File: src/rtl/race_state_ctrl.sv
`default_nettype none
// ============================================================================
// Module   : race_state_ctrl
// Brief    : Game-flow controller: lobby, settings, countdown, race, pause and
//            finish, with race timer and winner capture. Optional pause
//            timeout is enabled by defining PAUSE_TIMEOUT_EN.
// Revision : 1.0 - initial release
// ============================================================================
module race_state_ctrl #(
    parameter int TICK_CYCLES   = 100_000_000,
    parameter int COUNTDOWN_SEC = 3,
    parameter int CNT_W         = 4,
    parameter int NUM_PLAYERS   = 2,
    parameter int FINISH_ALL    = 0,
    parameter int TIME_W        = 16
`ifdef PAUSE_TIMEOUT_EN
    ,
    parameter int PAUSE_TIMEOUT = 30
`endif
) (
    input  logic                   clk,
    input  logic                   rst,
    input  logic                   start_p,
    input  logic                   setting_p,
    input  logic                   pause_p,
    input  logic [NUM_PLAYERS-1:0] player_done,
    output logic [2:0]             state,
    output logic [CNT_W-1:0]       countdown_val,
    output logic [TIME_W-1:0]      race_time,
    output logic [NUM_PLAYERS-1:0] winner,
    output logic                   state_chg
);

    localparam logic [2:0] c_IDLE      = 3'd0;
    localparam logic [2:0] c_SETTING   = 3'd1;
    localparam logic [2:0] c_COUNTDOWN = 3'd3;
    localparam logic [2:0] c_RACING    = 3'd4;
    localparam logic [2:0] c_PAUSE     = 3'd5;
    localparam logic [2:0] c_FINISH    = 3'd6;

    localparam int               c_TICK_W    = (TICK_CYCLES > 1) ? $clog2(TICK_CYCLES) : 1;
    localparam logic [c_TICK_W-1:0] c_TICK_LAST = c_TICK_W'(TICK_CYCLES - 1);
    localparam logic [CNT_W-1:0] c_CD_START  = CNT_W'(COUNTDOWN_SEC);

    logic [2:0]             r_state, w_state_nxt;
    logic [2:0]             r_prev_state;
    logic                   r_state_chg;
    logic [2:0]             r_resume, w_resume_nxt;
    logic [c_TICK_W-1:0]    r_tick_cnt, w_tick_nxt, w_tick_inc;
    logic [CNT_W-1:0]       r_cd, w_cd_nxt;
    logic [TIME_W-1:0]      r_race_time, w_time_nxt;
    logic [NUM_PLAYERS-1:0] r_winner, w_winner_nxt;
    logic [NUM_PLAYERS-1:0] r_done_mask, w_mask_nxt, w_done_new;
    logic                   w_tick, w_finish, w_pt_expire;

    always_comb begin
        w_state_nxt  = r_state;
        w_resume_nxt = r_resume;
        w_tick_nxt   = r_tick_cnt;
        w_cd_nxt     = r_cd;
        w_time_nxt   = r_race_time;
        w_winner_nxt = r_winner;
        w_mask_nxt   = r_done_mask;
        w_done_new   = r_done_mask | player_done;
        w_finish     = (FINISH_ALL != 0) ? (&w_done_new) : (|w_done_new);
        w_tick       = (r_tick_cnt == c_TICK_LAST);
        w_tick_inc   = w_tick ? '0 : r_tick_cnt + 1'b1;

        case (r_state)
            c_IDLE: begin
                w_tick_nxt = '0;
                if (start_p) begin
                    w_state_nxt  = c_COUNTDOWN;
                    w_cd_nxt     = c_CD_START;
                    w_time_nxt   = '0;
                    w_winner_nxt = '0;
                    w_mask_nxt   = '0;
                end else if (setting_p) begin
                    w_state_nxt = c_SETTING;
                end
            end
            c_SETTING: begin
                w_tick_nxt = '0;
                if (setting_p) w_state_nxt = c_IDLE;
            end
            c_COUNTDOWN: begin
                // An accepted pause drops any coincident tick and holds tick_cnt
                if (pause_p) begin
                    w_state_nxt  = c_PAUSE;
                    w_resume_nxt = c_COUNTDOWN;
                end else begin
                    w_tick_nxt = w_tick_inc;
                    if (w_tick) begin
                        if (r_cd == CNT_W'(1)) begin
                            w_state_nxt = c_RACING;
                            w_cd_nxt    = '0;
                        end else begin
                            w_cd_nxt = r_cd - 1'b1;
                        end
                    end
                end
            end
            c_RACING: begin
                w_mask_nxt = w_done_new;
                if ((r_done_mask == '0) && (w_done_new != '0)) w_winner_nxt = player_done;
                if (!w_finish && pause_p) begin
                    w_state_nxt  = c_PAUSE;
                    w_resume_nxt = c_RACING;
                end else begin
                    w_tick_nxt = w_tick_inc;
                    if (w_tick && (r_race_time != {TIME_W{1'b1}})) w_time_nxt = r_race_time + 1'b1;
                    if (w_finish) w_state_nxt = c_FINISH;
                end
            end
            c_PAUSE: begin
                if (pause_p) w_state_nxt = r_resume;
                else if (w_pt_expire) w_state_nxt = c_IDLE;
            end
            c_FINISH: begin
                w_tick_nxt = '0;
                if (start_p) w_state_nxt = c_IDLE;
            end
            default: w_state_nxt = c_IDLE;
        endcase

        // Every path into the lobby (finish, timeout, bad encoding) gets the same clean slate
        if ((w_state_nxt == c_IDLE) || (w_state_nxt == c_SETTING)) begin
            w_cd_nxt     = c_CD_START;
            w_time_nxt   = '0;
            w_winner_nxt = '0;
            w_mask_nxt   = '0;
            w_tick_nxt   = '0;
        end
    end

`ifdef PAUSE_TIMEOUT_EN
    localparam longint c_PT_LIMIT = longint'(PAUSE_TIMEOUT) * longint'(TICK_CYCLES);
    localparam int     c_PT_W     = (c_PT_LIMIT > 1) ? $clog2(c_PT_LIMIT) : 1;

    logic [c_PT_W-1:0] r_pause_cnt;

    always_ff @(posedge clk) begin
        if (rst || (r_state != c_PAUSE)) r_pause_cnt <= '0;
        else                             r_pause_cnt <= r_pause_cnt + 1'b1;
    end

    assign w_pt_expire = (r_state == c_PAUSE) && (r_pause_cnt == c_PT_W'(c_PT_LIMIT - 1));
`else
    assign w_pt_expire = 1'b0;
`endif

    always_ff @(posedge clk) begin
        if (rst) begin
            r_state      <= c_IDLE;
            r_prev_state <= c_IDLE;
            r_state_chg  <= 1'b0;
            r_resume     <= c_RACING;
            r_tick_cnt   <= '0;
            r_cd         <= c_CD_START;
            r_race_time  <= '0;
            r_winner     <= '0;
            r_done_mask  <= '0;
        end else begin
            r_state      <= w_state_nxt;
            r_prev_state <= r_state;
            r_state_chg  <= (r_state != r_prev_state);
            r_resume     <= w_resume_nxt;
            r_tick_cnt   <= w_tick_nxt;
            r_cd         <= w_cd_nxt;
            r_race_time  <= w_time_nxt;
            r_winner     <= w_winner_nxt;
            r_done_mask  <= w_mask_nxt;
        end
    end

    assign state         = r_state;
    assign countdown_val = r_cd;
    assign race_time     = r_race_time;
    assign winner        = r_winner;
    assign state_chg     = r_state_chg;

endmodule
`default_nettype wire

File: config.mk
export PLATFORM = sky130hd
export DESIGN_NAME = race_state_ctrl
export DESIGN_NICKNAME = d
export VERILOG_FILES = /design/src/rtl/race_state_ctrl.sv
export SDC_FILE = /design/constraint.sdc
export NUM_CORES = 1
export LEC_CHECK = 0
export CAP_MARGIN = 10
export CORE_MARGIN = 5
export CORE_UTILIZATION = 57
export DETAILED_ROUTE_END_ITERATION = 10
export GPL_TIMING_DRIVEN = 1
export PLACE_DENSITY = 0.9
export SYNTH_ARGS = -nofsm -noshare
export SYNTH_HDL_FRONTEND = slang
export SYNTH_SLANG_ARGS = --single-unit
File: constraint.sdc
create_clock -name clk -period 3.1 [get_ports clk]
set_input_delay 0.31 -clock clk [delete_from_list [all_inputs] [get_ports clk]]
set_output_delay 0.31 -clock clk [all_outputs]
set_load 0.05 [all_outputs]
After elaboration in Yosys (flattened, before gate mapping)

Index checks and enable logic that the tools add are counted.
Widths: inputs -> output; s select.

Add/sub/neg operators: 3
Eq/ne operators: 18
Mux-type cells: 31
Bitwise logic cells: 1
Reduce and logical (&&, ||, !) cells: 22

Operators by type and width:

| kind                  | number |
|---|---|
| $mux 27               | 3 |
| $pmux 27 s3           | 1 |
| $mux 16               | 3 |
| $mux 3                | 12 |
| $pmux 16 s2           | 1 |
| $add 27x1->27 const B | 1 |
| $eq 27x27->1 const B  | 1 |
| $pmux 3 s6            | 1 |
| $add 16x1->16 const B | 1 |
| $mux 4                | 4 |
| $ne 16x16->1 const B  | 1 |
| $ne 2x2->1 const B    | 8 |
| $eq 3x3->1 const B    | 3 |
| $reduce_and 3->1      | 3 |
| $pmux 2 s2            | 2 |
| $pmux 4 s2            | 1 |
| $reduce_and 4->1      | 2 |
| $reduce_bool 2->1     | 4 |
| $eq 3x1->1 const B    | 2 |
| $logic_not 3->1       | 2 |
| $pmux 3 s2            | 1 |
| $eq 4x1->1 const B    | 1 |
| $mux 2                | 2 |
| $reduce_or 2->1       | 2 |
| 11 further kinds      | 13 |

Flip-flop bits (word level): 61
Output and inout bits: 26
Logic and storage cells: 84

Depth between registers and ports, before layout

Depth after elaboration: 9
Depth in mapped cells: 9
Gate-level depth less buffers: 6

Worst setup path after synthesis

Ideal clock, no wire load.

Kind: flip-flop to flip-flop
Start point: reg r_state[1] (netlist: state[1])
End point: reg r_done_mask[0]
Setup time: 128 ps
Arrival time: 2305 ps
Required time: 2972 ps
Path slack: 668 ps
Stages on the path, launching flop included: 7
Buffers on the path: 2
Clock period less this slack: 2432 ps
Cell sequence: dfxtp_1 -> buf_1 -> nor3_1 -> a221o_1 -> o211ai_1 -> clkbuf_1 -> nor2_1

Cells in the longest elaborated chain, start to end: 7

RTL lines:

| element                                              | line | text |
|---|---|---|
| from (decl)                                          | 45   | `logic [2:0] r_state, w_state_nxt;` |
| from (signal assigned)                               | 154  | `r_state <= c_IDLE;` |
| from (signal assigned)                               | 164  | `r_state <= w_state_nxt;` |
| $mux 3                                               | 94   | `if (r_cd == CNT_W'(1)) begin` |
| $mux 3                                               | 93   | `if (w_tick) begin` |
| $mux 3                                               | 88   | `if (pause_p) begin` |
| $pmux 3 s6                                           | 69   | `case (r_state)` |
| $eq 3x1->1 / $logic_not 3->1 (equally long branches) | 127  | `if ((w_state_nxt == c_IDLE) \|\| (w_state_nxt == c_SETTING)) begin` |
| $logic_or 1x1->1                                     | 127  |  |
| $reduce_or 2->1 (no source line)                     | n/a  |  |
| to (signal assigned)                                 | 172  | `r_done_mask <= w_mask_nxt;` |
| to (decl)                                            | 53   | `logic [NUM_PLAYERS-1:0] r_done_mask, w_mask_nxt, w_done_new;` |

Parallel ways exist; a longest one is shown, timed or not.
A chain may end at the register's enable or synchronous reset.

Worst setup path after layout

Start point: reg r_tick_cnt[25]
End point: reg r_race_time[15] (netlist: race_time[15])

Cells in the longest elaborated chain, start to end: 7

RTL lines:

| element                                              | line | text |
|---|---|---|
| from (decl)                                          | 49   | `logic [c_TICK_W-1:0] r_tick_cnt, w_tick_nxt, w_tick_inc;` |
| from (signal assigned)                               | 168  | `r_tick_cnt <= w_tick_nxt;` |
| $eq 27x27->1 *                                       | 66   | `w_tick = (r_tick_cnt == c_TICK_LAST);` |
| $mux 3                                               | 93   |  |
| $mux 3                                               | 88   |  |
| $pmux 3 s6                                           | 69   |  |
| $eq 3x1->1 / $logic_not 3->1 (equally long branches) | 127  |  |
| $logic_or 1x1->1                                     | 127  |  |
| $reduce_or 2->1 (no source line)                     | n/a  |  |
| to (signal assigned)                                 | 170  | `r_race_time <= w_time_nxt;` |
| to (decl)                                            | 51   | `logic [TIME_W-1:0] r_race_time, w_time_nxt;` |

Mark *: on every way between the ends. The rest lies on a longest branch, timed or not.

==> metrics.cfg <==
[global_routing]
grt_max_degree=33
grt_first_pass_wirelength_um=12700
grt_pass1_vias=2810
antenna_found_initial=0
grt_overflow_total=0
track_usage_pct=21.7

[die]
die_y_um=84.6
placementRows=27
start_util_pct=58.0
io_pins=33
chipWidth_um=84.6
die_area_um2=7160
coreArea_um2=5470

[layout]
antenna_cells=0
n_fill_cell=427
drive_above_1_share_pct=7.26
synthToLayoutAreaGrowth_pct=19.9
final_area_um2=3800
nets=433

[place]
hpwl_um=5160
post-place-ws_ns=0.548
placed_cell_area_um2=3550
gp_congestion=0.860
port-buffer-count=32

[cts]
max-clock-path-buffers=2
cts_hold_buf=0
cts_tree=done
cts-resized-gates=0
h-tree-depth=3
clk_latency_ns=0.35
cts_root_buffer=clkbuf_8
post_cts_buffers=0
clkTransAtPathRegs_ns=0.07
cts_sinks=60
cts_buffers=9

[timing]
fin_crit_ns=2.53
tightestPinTransition_ns=1.13
hold_violations=0
max_slew_margin_pct=24.7
final.setup_skew_ns=0.00726
worst_slack_ns=0.566
drv_slew=0
setup_tns_ns=0
fmax_mhz=395
rsz0062_at_grt=false
min_period_over_period_pct=81.7
setup_viol=0

[pwr]
power.density_nw_per_um2=492
p_sw_uw=448
netSwitchingFraction_pct=23.9
max-vdd-ir-drop_mv=0.279
seq_power_share_pct=42.8
p_leak_uw=0.00116
pwr-share-clk_pct=47.4
p_int_uw=1420
pwr-share-comb_pct=9.7

[synth]
yosys.area.top_type=dfxtp_1
syn_inst=388
syn_area_per_cell_um2=8.17
ys_ff_latch=60
synth_edf_count=0
synth_common_cells=dfxtp_1, a21oi_1, nand2_1, nor2_1, o21ai_0
synth-async-reset-ratio_pct=0
syn_area_um2=3170
synth_top_cell_area_share_pct=37.9
synth_nets=399
yosysUniqueCellTypes=48
synth_ff_type=dfxtp_1
synth-seq-area-share_pct=37.9
synthMostInstantiatedCell=dfxtp_1
synth_area_leaders=dfxtp_1, a21oi_1, or4_1
yosysWarnings=0

[setup_path]
start_kind=flop
cp_top_family=simple AND/OR/NAND/NOR gates
required_ns=3.37
crit_fanout=32
worstPathCellList=or4_1, nor4_4, a21oi_2, or4b_1, a21oi_1
slowest_delay_ns=0.61
crit_path_end_kind=flop
critPathKind=flop to flop
crit_path_top_delay_cell=or4b_1
cp.buffers_inverters=0
crit_arrival_ns=2.81

[routing]
wl_per_cell_um=15.2
drc=0
firstDrtPassIters=4
viasPerCell=6.20
routed_wl_um=7560
final_antenna_net_count=0
dr_total_vias=3095
drt_iter0_markers=214

[outcome]
status=finished clean

[run]
maxCapViolCount=0

[worst_hold_path]
hp-class=flop to flop

==> stage by stage <==
stage          hold slack, ns  power [uW]  utilization (%)  instances
2_1_floorplan           0.377         940                -        388
3_3_place_gp            0.450         994             64.9        483
3_5_place_dp            0.468         999             64.9        483
4_1_cts                 0.481        1890             69.5        499
5_1_grt                 0.506        1940             69.5        499
6_report                0.483        1870             69.5        499
==> logic make-up (layout without fill, tap and decap cells) <==
| kind of cell | after synthesis | in the layout | share of synthesized area (%) |
|---|---|---|---|
| AND/OR/NAND/NOR | 179 | 179 | 32.9 |
| multiplexers | 3 | 3 | 0.947 |
| flip-flops | 60 | 60 | 37.9 |
| buffers and inverters | 29 | 68 | 4.02 |
| AO/OA/AOI/OAI | 99 | 99 | 18.8 |
| XOR/XNOR | 14 | 14 | 3.87 |
| adder cells (fa/ha/maj) | 4 | 4 | 1.58 |
==> power by group through the flow <==
stage | combinational, uW | sequential (uW) | clock [uW]
6_report | 182 | 802 | 887
5_1_grt | 197 | 804 | 942
4_1_cts | 181 | 801 | 904
3_5_place_dp | 180 | 819 | 0
3_3_place_gp | 176 | 818 | 0
2_1_floorplan | 106 | 834 | 0
==> worst reg2reg max path: cells and delay by family (launching register included) <==
family	cells	cell delay, ns
AOI/OAI and AO/OA	2	0.53
DFF	1	0.34
and+or+nand+nor	3	1.59
==> registers in the layout (all words and copies together) (netlist names) <==
signal,flops
race_time,16
r_prev_state,3
state,3
r_tick_cnt,27
r_done_mask,2
state_chg,1
r_resume,2
winner,2
countdown_val,4
==> path summary, 6_finish.rpt <==
kind,start,to,slack (ns),depth (start not counted)
hold reg to reg,r_resume[2],r_resume[2],0.48,2
setup / recovery,r_tick_cnt[25],race_time[15],0.57,5
setup reg to reg,r_tick_cnt[25],race_time[15],0.57,5
hold / removal,r_resume[2],r_resume[2],0.48,2
==> layer usage <==
metal | up-vias | part of all wire, % | wire length (um) | track usage [%]
met1 | 1475 | 43 | 3280 | 26.0
met4 | 0 | 1.7 | 131 | 8.20
met3 | 11 | 5.2 | 394 | 6.97
met2 | 78 | 50 | 3750 | 36.1
met5 | - | 0 | 0 | 0
li1 | 1531 | - | - | -
==> placed cells by master (no fill, tap or decap), types with 3 or more instances in the layout <==
cell	n
nand4_1	18
nor3_1	9
and2_1	8
buf_4	6
nor2_1	29
clkdlybuf4s50_1	32
ha_1	4
or4b_1	3
and3_1	6
or4_1	17
or2_2	3
nand2_1	29
a31oi_1	3
o211ai_1	3
o41ai_1	3
xor2_1	8
nor2b_1	7
o21ai_0	21
mux2i_1	3
nor4_1	3
or3_1	16
and4_1	5
bufinv_16	3
clkbuf_8	11
o31ai_1	14
dfxtp_1	60
nand3_1	15
inv_1	14
a21oi_1	42
xnor2_1	6
==> layout make-up <==
type	instances	area (um^2)	share of cell area [%]
Multi-Input combinational cell	299	1840	48.5
Sequential cell	60	1200	31.6
Timing Repair Buffer	38	365	9.61
Clock buffer	12	155	4.08
Clock inverter	4	95.1	2.50
Tap cell	72	90.1	2.37
Inverter	14	52.6	1.38
No activity file was read; power rests on OpenSTA's default activity.
